[config.mk]
export PLATFORM = sky130hd
export DESIGN_NAME = instruction_fetch
export DESIGN_NICKNAME = d
export VERILOG_FILES = /design/src/rtl/cpu_pkg.sv /design/src/rtl/ifetch_skid_buf.sv /design/src/rtl/instruction_fetch.sv
export SDC_FILE = /design/constraint.sdc
export NUM_CORES = 1
export LEC_CHECK = 0
export CAP_MARGIN = 5
export CELL_PAD_IN_SITES_DETAIL_PLACEMENT = 1
export CELL_PAD_IN_SITES_GLOBAL_PLACEMENT = 1
export CORE_MARGIN = 2
export CORE_UTILIZATION = 35
export CTS_CLUSTER_DIAMETER = 100
export DETAILED_ROUTE_END_ITERATION = 8
export PLACE_DENSITY = 0.78
export SLEW_MARGIN = 40
export SYNTH_ARGS = -nofsm -noshare
export SYNTH_HDL_FRONTEND = slang
export SYNTH_SLANG_ARGS = --single-unit
[constraint.sdc]
create_clock -name clk -period 1.9 [get_ports clk]
set_input_delay 0.285 -clock clk [delete_from_list [all_inputs] [get_ports clk]]
set_output_delay 0.285 -clock clk [all_outputs]
set_load 0.02 [all_outputs]
[src/rtl/cpu_pkg.sv]
// cpu_pkg: shared fetch-path widths, types and constants
package cpu_pkg;
  localparam int ADDR_W = 6;
  localparam int INST_W = 32;
  typedef logic [ADDR_W-1:0] addr_t;
  typedef logic [INST_W-1:0] inst_t;
  typedef struct packed {
    inst_t inst;
    addr_t pc;
  } fetch_pkt_t;
  localparam inst_t NOP_INST = 32'h0007_8000;
endpackage

[src/rtl/ifetch_skid_buf.sv]
// ifetch_skid_buf: one-entry skid buffer and output mux between the memory return and decode
module ifetch_skid_buf
  import cpu_pkg::*;
(
  input  logic       clk,
  input  logic       reset,
  input  logic       in_valid,
  input  fetch_pkt_t in_pkt,
  input  logic       ready,
  input  logic       flush,
  output logic       out_valid,
  output fetch_pkt_t out_pkt,
  output logic       buf_v
);
  logic       buf_v_q, buf_v_d;
  fetch_pkt_t buf_q, buf_d;
  // a full buffer blocks issue upstream, so it never sees a second word while full
  always_comb begin
    buf_v_d   = flush ? 1'b0 : buf_v_q ? !ready : in_valid & !ready;
    buf_d     = (in_valid & !buf_v_q & !ready & !flush) ? in_pkt : buf_q;
    out_valid = (buf_v_q | in_valid) & !flush;
    out_pkt   = !out_valid ? '0 : buf_v_q ? buf_q : in_pkt;
  end
  always_ff @(posedge clk or negedge reset) begin
    if (!reset) begin
      buf_v_q <= 1'b0;
      buf_q   <= '{inst: NOP_INST, pc: '0};
    end else begin
      buf_v_q <= buf_v_d;
      buf_q   <= buf_d;
    end
  end
  assign buf_v = buf_v_q;
endmodule

[src/rtl/instruction_fetch.sv]
// instruction_fetch: PC, issue and squash control for a 1-cycle instruction memory
// Optional IFETCH_PERF_EN adds fetch_cnt/squash_cnt performance counters.
module instruction_fetch
  import cpu_pkg::*;
#(
  parameter addr_t RESET_PC = '0
) (
  input  logic  clk,
  input  logic  reset,
  output addr_t imem_addr,
  input  inst_t imem_data,
  input  logic  stall,
  input  logic  redirect_valid,
  input  addr_t redirect_pc,
  output logic  inst_valid,
  input  logic  inst_ready,
  output inst_t inst_out,
  output addr_t inst_pc
`ifdef IFETCH_PERF_EN
  ,
  output logic [31:0] fetch_cnt,
  output logic [31:0] squash_cnt
`endif
);
  addr_t      pc_q, pc_d, infl_pc_q, infl_pc_d;
  logic       infl_q, infl_d, issue, buf_v;
  fetch_pkt_t ret_pkt, out_pkt;
  // a redirect restarts fetch regardless of what is held, since held words are squashed
  always_comb begin
    imem_addr = redirect_valid ? redirect_pc : pc_q;
    issue     = !stall & (redirect_valid | (!buf_v & (!infl_q | inst_ready)));
    pc_d      = issue ? imem_addr + addr_t'(1) : imem_addr;
    infl_d    = issue;
    infl_pc_d = issue ? imem_addr : infl_pc_q;
    ret_pkt   = '{inst: imem_data, pc: infl_pc_q};
  end
  always_ff @(posedge clk or negedge reset) begin
    if (!reset) begin
      pc_q      <= RESET_PC;
      infl_q    <= 1'b0;
      infl_pc_q <= '0;
    end else begin
      pc_q      <= pc_d;
      infl_q    <= infl_d;
      infl_pc_q <= infl_pc_d;
    end
  end
  ifetch_skid_buf u_skid (
    .clk      (clk),
    .reset    (reset),
    .in_valid (infl_q),
    .in_pkt   (ret_pkt),
    .ready    (inst_ready),
    .flush    (redirect_valid),
    .out_valid(inst_valid),
    .out_pkt  (out_pkt),
    .buf_v    (buf_v)
  );
  assign inst_out = out_pkt.inst;
  assign inst_pc  = out_pkt.pc;
`ifdef IFETCH_PERF_EN
  logic [31:0] fetch_cnt_q, fetch_cnt_d, squash_cnt_q, squash_cnt_d;
  always_comb begin
    fetch_cnt_d  = fetch_cnt_q + 32'(inst_valid & inst_ready);
    squash_cnt_d = squash_cnt_q + 32'(redirect_valid & (infl_q | buf_v));
  end
  always_ff @(posedge clk or negedge reset) begin
    if (!reset) begin
      fetch_cnt_q  <= '0;
      squash_cnt_q <= '0;
    end else begin
      fetch_cnt_q  <= fetch_cnt_d;
      squash_cnt_q <= squash_cnt_d;
    end
  end
  assign fetch_cnt  = fetch_cnt_q;
  assign squash_cnt = squash_cnt_q;
`endif
endmodule

# Word level (Yosys, flattened, before mapping)
# Index checks and enable logic that the tools add are counted.
word_totals:
  memories: 0
  ramBits: 0
  word_cells: 28
  romBits: 0
  inputBits: 43
  register_bits: 52
  latch_bits: 0
  output_inout_bits: 45
op_classes:
  n_div: 0
  add_sub_neg: 1
  n_reduce_logical: 5
  mul: 0
  bitwise: 10
  order_cmp: 0
  eq_ne: 0
  n_shift: 0
  mux: 6
op_table:
  columns: ["operator", "n"]
  rows:
  - ["2-to-1 mux 38 bit", 2]
  - ["2-to-1 mux 6 bit", 2]
  - ["bitwise AND 1 bit", 7]
  - ["adder 6 x 1 -> 6 bit (second input constant)", 1]
  - ["zero test 1 bit", 5]
  - ["bitwise OR 1 bit", 3]
  - ["2-to-1 mux 1 bit", 2]

# Longest topological paths before layout
# Gate-level depths: netlist (run 1).
depth:
  ltp_word: 6
  ltp_mapped: 8
  ltp_nobuf: 7

# Hierarchy
# From an unflattened synthesis (run 1), not the netlist that was laid out.
hier_totals:
  cells_unflattened: 264
  hier_area_um2: 2912.8
by_module_without_submodules:
  columns: ["mod", "seq_area_each_um2", "instances", "cells_each", "area_per_inst_um2"]
  rows:
  - ["ifetch_skid_buf", 980.9, 1, 216, 2267.2]
  - ["instruction_fetch", 325.3, 1, 48, 645.6]

# Worst setup path after synthesis (run 1)
# Ideal clock, no wire load.
synth_path:
  path_type: "flip-flop to output port"
  startpoint: "register u_skid.buf_v_q, in the netlist u_skid.buf_v"
  endpoint: "output inst_out[11]"
  path_slack_ns: 0.337
  t_arrival_ns: 1.278
  path_buffers: 3
  stages_incl_launch_ff: 6
  path_cell_list: "dfrtp_1 -> buf_2 -> buf_4 -> buf_2 -> mux2i_1 -> nor2_1"
synth_via:
  elab_chain_cells: 3
synth_rtl:
  columns: ["item", "line_no", "text"]
  rows:
  - ["from (decl)", "ifetch_skid_buf.sv:15", "logic buf_v_q, buf_v_d;"]
  - ["from (signal assigned)", "ifetch_skid_buf.sv:29", "buf_v_q <= buf_v_d;"]
  - ["bitwise OR 1 bit", "ifetch_skid_buf.sv:21", "out_valid = (buf_v_q | in_valid) & !flush;"]
  - ["bitwise AND 1 bit", "ifetch_skid_buf.sv:21", null]
  - ["2-to-1 mux 38 bit (*)", "ifetch_skid_buf.sv:22", "out_pkt = !out_valid ? '0 : buf_v_q ? buf_q : in_pkt;"]
  - ["to (decl)", "instruction_fetch.sv:17", "output inst_t inst_out,"]
# Every way passes the cells marked *; elsewhere a longest branch is shown, timed or not.

# Final worst setup path (run 1)
layout_path:
  startpoint: "register u_skid.buf_v_q, in the netlist u_skid.buf_v"
  endpoint: "output inst_out[9]"
# Same word-level chain as after synthesis.

==> key figures, run 1 <==
Logic synthesis
  – Synth cell types: 26
  – Dominant cells by area after synthesis: dfrtp_1, mux2_2, mux2i_1
  – Prevailing post-synth register cell: dfrtp_1
  – Syn_nets: 271
  – Synth Warn #: 0
  – Sequential fraction of the synthesis area: roughly half
  – Mapped Area: approximately 0.0026 sq mm
  – Post-synthesis cell count: 227
  – Mean Syn Cell Area: around 12 sq um
  – Async set or reset register ratio after synthesis: 100%
  – Synth top area share: 45.4%
  – #FFs+latches synth: 52
  – Post-synth EDFFs: 0
  – Cell taking the most area after synthesis: dfrtp_1

GRT
  – GRT Overall Usage: 17.3%
  – GRT overflow: 0
  – Vias in the first global route: 2304
  – Initial antenna violation count: 0
  – Pin count of the biggest net entering global routing: 39
  – First-pass GRT wire length: about 11 mm

Layout
  – Filler cells: 805
  – Most frequent cells in the layout: dfrtp_1, mux2_2, clkdlybuf4s50_1, mux2i_1, buf_4
  – Share of cells above drive strength 1: 43.7%
  – Nets: about 390
  – Final core occ: ~55%
  – Commonest non-fill, non-tap cell in the layout: dfrtp_1
  – P&R area growth vs syn: 51.5%
  – Ant diodes: 0

Clock network
  – Num CTS Buffers: 5
  – Clock Tree Buf Depth: 2
  – # H-tree levels: 2
  – Worst-Skew Late Latency: 0.30 ns
  – Clk slew on worst S/H paths: 0.09 ns
  – TritonCTS clock tree: built
  – CTS Hold Bufs: 0
  – CTS root buffer: clkbuf_8
  – Sink Count: 52

Power
  – Peak VDD IR: between 300 and 400 uV
  – PwrDens: 833 mW/mm^2
  – Leak Pwr: about 1.7 nW

Placement
  – GP Congestion: 0.736
  – Number of port buffers: 87
  – Pre-CTS WS: -0.348 ns
  – DPL Wire Length: 5.05 mm

Routing
  – Final WL: 7.15 mm
  – Mean routed wirelength per cell: 16.2 um
  – Via/cell ratio: 4.75
  – Routed vias: 2099
  – First DRT Iteration DRCs: 59
  – Antenna viol nets, final: 0
  – 1st-pass router iterations: 4
  – DRC errors left: 0

Worst setup path
  – CP Launch Type: register
  – Reg2Reg Setup Slack: 0.29 ns
  – Critical path type: register to output pin
  – Req. time, crit path: about 1.6 ns
  – CP Max Fanout: 18
  – Critical Path AT: 1.56 ns
  – Crit end category: output pin

Die
  – Die H: 91.0 um
  – Core ar.: 0.00729 sq mm
  – DIE AREA: 0.00828 sq mm
  – Initial Util: approximately 36%
  – Row cnt: 31
  – # IOs: just under 90
  – Die W: between 90 and 100 um

STA
  – Slew @ Worst Pin: 0.652 ns
  – Relative slew slack: 56.5%
  – Clk_skew: roughly 0.0042 ns
  – Final period util: 97.2%
  – Worst setup margin: 0.0536 ns
  – Final hold vios: 0
  – Tmin final: ~1.8 ns
  – Max-slew violation count: 0
  – Final setup fails: 0
  – Max Freq: about 0.54 GHz

Status
  – Run status: completed

Hold path
  – Hold Path Class: input port to async pin

Flow run
  – Max-cap violation count: 0
stage by stage:
step	cell area [sq um]	setup TNS (ns)	power (mW)	std cells	hold slack [ns]
2_1_floorplan	2650	0	2.16	227	-0.0106
3_3_place_gp	3770	-14.42	2.59	421	0.351
6_report	4010	0	3.34	442	0.000431
3_5_place_dp	3770	-16.02	2.66	421	0.363
4_1_cts	3880	-0.0146	3.33	440	0.0246
5_1_grt	4010	-0.0728	3.53	442	0.0428
registers in the layout (all words and copies together), names as in the netlist:
register and count:
infl_q 1, pc_q 6, u_skid.buf_v 1, infl_pc_q 6, u_skid.buf_q 38
Yosys cell counts, types with 3 or more instances:
cell / n
o21ai_0: 4
buf_2: 5
dfstp_2: 4
nand2_1: 4
inv_1: 7
buf_4: 5
nor2_1: 42
xnor2_1: 3
dfrtp_1: 48
clkbuf_1: 5
mux2i_1: 41
mux2_2: 41
what timing repair did:
action	in CTS	in global routing
gates resized for setup	188	37
gates cloned	0	1
pin swaps	1	1
setup endpoints to repair	45	21
setup buffers	11	2
endpoints found under the hold margin	0	0
cells by family (layout without fill, tap and decap cells):
| logic type | count (synthesis) | after routing | synth area share (%) |
|---|---|---|---|
| compound gates | 10 | 10 | 2.32 |
| buf+inv | 22 | 138 | 4.06 |
| fa+ha+maj | 1 | 1 | 0.473 |
| xor+xnor | 5 | 5 | 1.65 |
| simple gates | 54 | 54 | 8.79 |
| flops | 52 | 52 | 49.3 |
| mux | 83 | 83 | 33.4 |
critical path, cell delays in order, from the launching register on:
cell and delay (ns):
dfrtp_2 0.44, buf_4 0.14, buf_12 0.17, mux2i_1 0.25, nor2_1 0.09, buf_2 0.16
power breakdown:
group	leakage (nW)	switching, mW	internal, mW
sequential	0.613	0.161	1.41
clock	0.0445	0.359	0.297
combinational	1.08	0.497	0.611
total	1.74	1.02	2.32
final timing paths:
path,start,endpoint,cells after the start
max,u_skid.buf_v,inst_out[9],5
min,reset,u_skid.buf_q[31],1
max reg2reg,u_skid.buf_v,u_skid.buf_q[35],4
min reg2reg,infl_pc_q[1],infl_pc_q[1],2
max in group asynchronous,reset,pc_q[2],2
min in group clk,infl_pc_q[1],infl_pc_q[1],2
metal layers:
metal	wire length, um	GRT usage [%]	share of wire (%)
met2	3670	30.4	51
met1	3170	22.1	44
met4	65	4.17	0.91
met5	0	0	0
met3	240	3.24	3.4
area by class of cell:
type	count	area (sq um)	share of cell area, %
multi-input cells	153	1340	33.5
repair buffers	123	1120	27.9
flip-flops and latches	52	1310	32.6
well taps	99	124	3.09
clock inverters	1	7.51	0.187
inverters	7	26.3	0.655
clock buffers	7	86.3	2.15
No activity file was read; power rests on OpenSTA's default activity.
==> inputs of run 2 (changes only) <==
--- a/config.mk
+++ b/config.mk
@@ -5,14 +5,15 @@
 export SDC_FILE = /design/constraint.sdc
 export NUM_CORES = 1
 export LEC_CHECK = 0
+export ABC_AREA = 1
 export CAP_MARGIN = 5
 export CELL_PAD_IN_SITES_DETAIL_PLACEMENT = 1
 export CELL_PAD_IN_SITES_GLOBAL_PLACEMENT = 1
 export CORE_MARGIN = 2
-export CORE_UTILIZATION = 35
+export CORE_UTILIZATION = 33
 export CTS_CLUSTER_DIAMETER = 100
 export DETAILED_ROUTE_END_ITERATION = 8
-export PLACE_DENSITY = 0.78
+export PLACE_DENSITY = 0.79
 export SLEW_MARGIN = 40
 export SYNTH_ARGS = -nofsm -noshare
 export SYNTH_HDL_FRONTEND = slang
==> key figures, run 2 <==
Clock network
  – # H-tree levels: 2
  – Clock Tree Buf Depth: 2
  – Clk slew on worst S/H paths: 0.09 ns
  – Num CTS Buffers: 5
  – Worst-Skew Late Latency: 0.30 ns
  – TritonCTS clock tree: built
  – CTS root buffer: clkbuf_8
  – Sink Count: 52

Power
  – Leak Pwr: 2.45 nW
  – Peak VDD IR: between 300 and 400 uV
  – PwrDens: 704 mW/mm^2
  – Sequential share of power: 48.7%
  – Switching Power: 0.947 mW
  – Net Sw Frac: 31.8%
  – Logic pwr share: 29.5%
  – Clock share of power: between 20% and 30%
  – P_int: 2.03 mW

Logic synthesis
  – Post-synthesis cell count: between 400 and 500
  – #FFs+latches synth: 52
  – Count leader, synth: nand2_1
  – Prevailing post-synth register cell: dfrtp_1
  – Mean Syn Cell Area: 7.07 sq um
  – Syn_nets: between 400 and 500
  – Sequential fraction of the synthesis area: roughly 45%
  – Synth top area share: 41.3%
  – Synth Warn #: 0
  – Cell taking the most area after synthesis: dfrtp_1
  – Mapped Area: 0.00291 sq mm
  – Dominant cells by area after synthesis: dfrtp_1, nand2_1, inv_1
  – Top cells by count, synth: nand2_1, inv_1, o21ai_0
  – Async set or reset register ratio after synthesis: 100%
  – Synth cell types: 20
  – Post-synth EDFFs: 0

Worst setup path
  – Req. time, crit path: 1.62 ns
  – Buffers and inverters on the worst path: 4
  – R2R Path Start: u_skid.buf_v
  – Reg2Reg Setup Slack: 0.27 ns
  – CP Launch Type: register
  – Reg2Reg Depth: 8
  – Critical Path AT: ~1.6 ns
  – CP Max Fanout: 20
  – Crit-path slowest cell: dfrtp_1
  – Crit end category: output pin
  – CP delay by family, top: buffers and inverters
  – Largest stage delay on the critical path: between 0.3 and 0.4 ns
  – Reg2reg end: pc_q[5]
  – Critical path type: register to output pin
  – Worst-path cell chain: inv_1 > a21oi_4 > buf_12 > buf_16 > dlygate4sd2_1

Flow run
  – Max-cap violation count: 0

Routing
  – Antenna viol nets, final: 0
  – Routed vias: 2930
  – Via/cell ratio: 4.54
  – 1st-pass router iterations: 4
  – Mean routed wirelength per cell: 12.7 um
  – First DRT Iteration DRCs: between 80 and 90
  – Final WL: 8.16 mm
  – DRC errors left: 0

Layout
  – Ant diodes: 0
  – Commonest non-fill, non-tap cell in the layout: nand2_1
  – P&R area growth vs syn: 45.0%
  – Filler cells: between 1000 and 1500
  – Top Registers: u_skid.buf_q (38), infl_pc_q (6), pc_q (6)
  – Top reg by flops: u_skid.buf_q
  – Final core occ: 48.9%
  – Nets: 580
  – Most frequent cells in the layout: nand2_1, inv_1, dfrtp_1, o21ai_1, buf_4
  – Largest register FFs: 38
  – Share of cells above drive strength 1: 23.1%

GRT
  – GRT Overall Usage: between 10% and 20%
  – Pin count of the biggest net entering global routing: 53
  – Initial antenna violation count: 0
  – Vias in the first global route: roughly 3100
  – GRT overflow: 0
  – First-pass GRT wire length: 13.9 mm

STA
  – Final setup TNS: 0 ns
  – Final period util: 96.5%
  – Max Freq: 0.545 GHz
  – Slew @ Worst Pin: 0.559 ns
  – Max-slew violation count: 0
  – Final hold vios: 0
  – Clk_skew: 0.00450 ns
  – Relative slew slack: 62.7%
  – Tmin final: between 1.5 and 2 ns
  – Final setup fails: 0

Die
  – DIE AREA: 0.00959 sq mm
  – Core ar.: 0.00864 sq mm
  – Row cnt: 34
  – # IOs: 88
  – Die H: about 100 um
  – Initial Util: between 30% and 40%
  – Die W: 97.9 um

Placement
  – Number of port buffers: 87
  – GP Congestion: 0.820
  – DPL Wire Length: 5.80 mm

Status
  – Run status: completed

Hold path
  – Hold Path Class: input port to async pin
## run 2: worst max path at each step
| stage | endpoint | cells past startpoint | slack (ns) | start |
|---|---|---|---|---|
| after global routing | inst_valid | 5 | -0.02 | infl_q |
| after floorplan | inst_out[10] | 5 | 0.46 | u_skid.buf_v |
| after detailed placement | inst_out[0] | 6 | -0.41 | redirect_valid |
| final | inst_valid | 5 | 0.07 | infl_q |
| after CTS | inst_out[0] | 6 | -0.06 | u_skid.buf_v |
| after global placement | inst_pc[2] | 6 | -0.38 | redirect_valid |
## run 2: metal layers
layer  vias to the layer above  routed length [um]  GRT usage, %
met5                         -                   0             0
met3                         5                 336          2.93
met4                         0                  46          2.99
met1                      1393                3670          22.9
met2                        57                4110          30.6
li1                       1475                   -             -
## run 2: power groups by stage
stage               logic (mW)  registers, mW  clock network, mW
floorplan                0.478           1.43                  0
finish                   0.878           1.45              0.649
global placement         0.841           1.45                  0
global route             0.993           1.47              0.704
detailed placement       0.879           1.47                  0
CTS                      0.887           1.45              0.667
## run 2: final cells by class
cell class | instances | area, sq um | share of cell area, %
Multi-Input combinational cell | 250 | 1170 | 27.6
Clock inverter | 2 | 10.0 | 0.237
Tap cell | 108 | 135 | 3.20
Inverter | 88 | 335 | 7.94
Timing Repair Buffer | 139 | 1190 | 28.1
Sequential cell | 52 | 1310 | 31.0
Clock buffer | 6 | 82.6 | 1.96
## run 2: worst reg2reg max path, delay by kind of cell, from the launching register on
kind | cells | cell delay, ns
AND/OR/NAND/NOR | 5 | 0.62
buffers and inverters | 2 | 0.29
AO/OA/AOI/OAI | 1 | 0.18
flip-flops | 1 | 0.42
## run 2: kinds of logic (layout without fill, tap and decap cells)
family | Yosys count | count (layout) | synth area share, %
adders and majority gates | 1 | 1 | 0.430
DFF | 52 | 52 | 44.9
and+or+nand+nor | 161 | 161 | 21.8
buffers and inverters | 110 | 235 | 16.4
AOI/OAI and AO/OA | 88 | 88 | 16.5
## run 2: what timing repair did
item | 4_1_cts | 5_1_grt
pin swaps | 0 | 1
setup buffers | 4 | 1
endpoints found under the hold margin | 19 | 0
cloned | 1 | 0
gates resized for setup | 154 | 49
hold buffers | 1 | 0
setup endpoints to repair | 45 | 31
## run 2: metrics by stage
step           area (sq um)  setup WS [ns]  cells  hold slack (ns)  total power, mW
2_1_floorplan          2910          0.460    412          -0.0106             1.91
3_3_place_gp           4170         -0.385    630            0.320             2.29
3_5_place_dp           4170         -0.408    630            0.316             2.34
4_1_cts                4270        -0.0554    644            0.487             3.00
5_1_grt                4220        -0.0206    645            0.497             3.17
6_report               4220         0.0659    645            0.486             2.97
==> inputs of run 3 (changes only) <==
--- a/config.mk
+++ b/config.mk
@@ -12,8 +12,9 @@
 export CORE_MARGIN = 2
 export CORE_UTILIZATION = 33
 export CTS_CLUSTER_DIAMETER = 100
+export CTS_CLUSTER_SIZE = 12
 export DETAILED_ROUTE_END_ITERATION = 8
-export PLACE_DENSITY = 0.79
+export PLACE_DENSITY = 0.78
 export SLEW_MARGIN = 40
 export SYNTH_ARGS = -nofsm -noshare
 export SYNTH_HDL_FRONTEND = slang
==> key figures, run 3 (synthesized netlist as in run 2, its figures left out) <==
Status
  – Run status: completed

Routing
  – Antenna viol nets, final: 0
  – DRC errors left: 0
  – First DRT Iteration DRCs: 73
  – Via/cell ratio: between 4 and 5
  – Routed vias: 2960
  – Final WL: 9.05 mm
  – Mean routed wirelength per cell: 14.0 um
  – 1st-pass router iterations: 4

Flow run
  – Max-cap violation count: 0

Layout
  – Final instance area: roughly 0.0043 sq mm
  – Share of cells above drive strength 1: around a quarter
  – Top Registers: u_skid.buf_q (38), infl_pc_q (6), pc_q (6)
  – Largest register FFs: 38
  – P&R area growth vs syn: 47.2%
  – Commonest non-fill, non-tap cell in the layout: nand2_1
  – Nets: 581
  – Most frequent cells in the layout: nand2_1, inv_1, dfrtp_1, o21ai_1
  – Ant diodes: 0
  – Top reg by flops: u_skid.buf_q

STA
  – Tmin final: 1.85 ns
  – Slew @ Worst Pin: a little over 0.7 ns
  – Clk_skew: around 0.0076 ns
  – Relative slew slack: between 50% and 60%
  – Final hold vios: 0
  – Max Freq: 0.542 GHz
  – Final setup TNS: 0 ns
  – Max-slew violation count: 0
  – Final setup fails: 0
  – Unrepaired setup endpoints after global routing: true
  – Final period util: slightly below 100%

Die
  – Die H: roughly 100 um
  – DIE AREA: 0.00959 sq mm
  – Core ar.: 0.00864 sq mm
  – Initial Util: 33.7%
  – Row cnt: 34
  – Die W: 97.9 um
  – # IOs: 88

Worst setup path
  – CP delay by family, top: buffers and inverters
  – Crit end category: output pin
  – R2R Path Start: u_skid.buf_v
  – Critical path origin: u_skid.buf_v
  – Largest stage delay on the critical path: 0.42 ns
  – Req. time, crit path: 1.62 ns
  – Crit-path slowest cell: dfrtp_2
  – Buffers and inverters on the worst path: 4
  – CP Launch Type: register
  – Worst-path cell chain: buf_8 > clkbuf_16 > o21ai_0 > nand2_1 > inv_1 > buf_2
  – Critical Path AT: about 1.6 ns
  – CP Max Fanout: 15
  – Critical path type: register to output pin

Clock network
  – Worst-Skew Late Latency: between 0.3 and 0.4 ns
  – TritonCTS clock tree: built
  – Sink Count: 52
  – CTS root buffer: clkbuf_8
  – Num CTS Buffers: 5
  – Clock Tree Buf Depth: 2
  – CTS Hold Bufs: 0
  – # H-tree levels: 2
  – Clk slew on worst S/H paths: 0.11 ns

Power
  – PwrDens: 704 mW/mm^2
  – Peak VDD IR: 401 uV
  – Leak Pwr: 2.45 nW

GRT
  – Vias in the first global route: 3101
  – Initial antenna violation count: 0
  – First-pass GRT wire length: about 15 mm
  – GRT overflow: 0
  – Pin count of the biggest net entering global routing: 47
  – GRT Overall Usage: 18.1%

Placement
  – DPL Wire Length: 6.05 mm
  – Placed inst area: 0.00422 sq mm
  – Number of port buffers: 87
  – GP Congestion: between 0.7 and 0.8

Hold path
  – Hold Path Class: input port to async pin
[run 3: power by group]
part	total [mW]	internal, mW	switching, mW
clock network	0.660	0.262	0.398
registers	1.45	1.33	0.118
logic	0.907	0.413	0.494
total	3.02	2.01	1.01
[run 3: worst register-to-register path, stage by stage, from the launching register on]
cell	delay [ns]
dfrtp_2	0.42
buf_8	0.15
clkbuf_16	0.18
a21oi_1	0.19
nand2_1	0.20
nor2_1	0.23
nand2_1	0.08
nand2_1	0.06
nand2_1	0.05
[run 3: worst paths after layout]
| path | end | slack [ns] | cells past startpoint |
|---|---|---|---|
| worst min-delay path | u_skid.buf_q[25] | 0.009 | 1 |
| worst min register to register | u_skid.buf_q[21] | 0.49 | 2 |
| worst max-delay path | inst_out[1] | 0.05 | 6 |
| max in group asynchronous | u_skid.buf_v | 1.28 | 2 |
| min in group clk | u_skid.buf_q[21] | 0.49 | 2 |
| worst max register to register | pc_q[5] | 0.24 | 8 |
[run 3: layout make-up]
| cell class | count | area (sq um) |
|---|---|---|
| clock buffers | 5 | 68.8 |
| repair buffers | 140 | 1250 |
| fillers | 1110 | 4350 |
| inverters | 88 | 335 |
| clock inverters | 3 | 23.8 |
| well taps | 108 | 135 |
| multi-input cells | 250 | 1170 |
| flip-flops and latches | 52 | 1310 |
[run 3: repair_timing]
| action | in CTS | in global routing |
|---|---|---|
| setup endpoints to repair | 45 | 36 |
| buffers inserted | 3 | 1 |
| gates resized for setup | 149 | 46 |
| pin swaps | 1 | 1 |
| cloned | 1 | 3 |
[run 3: per-layer routing]
metal	wire length, um	vias up	GRT usage (%)
met5	0	-	0
met3	309	6	2.79
met1	4190	1407	24.2
met4	80	0	3.31
met2	4480	61	31.5
li1	-	1486	-
[run 3: stage by stage]
step | hold slack, ns | utilization (%) | power (mW) | cells | worst slack (ns)
2_1_floorplan | -0.0106 | - | 1.91 | 412 | 0.460
3_3_place_gp | 0.356 | 48.8 | 2.30 | 631 | -0.388
3_5_place_dp | 0.370 | 48.8 | 2.36 | 631 | -0.426
4_1_cts | 0.0184 | 50.0 | 3.02 | 643 | -0.0512
5_1_grt | 0.0466 | 49.6 | 3.20 | 646 | -0.0147
6_report | 0.00874 | 49.6 | 3.02 | 646 | 0.0546
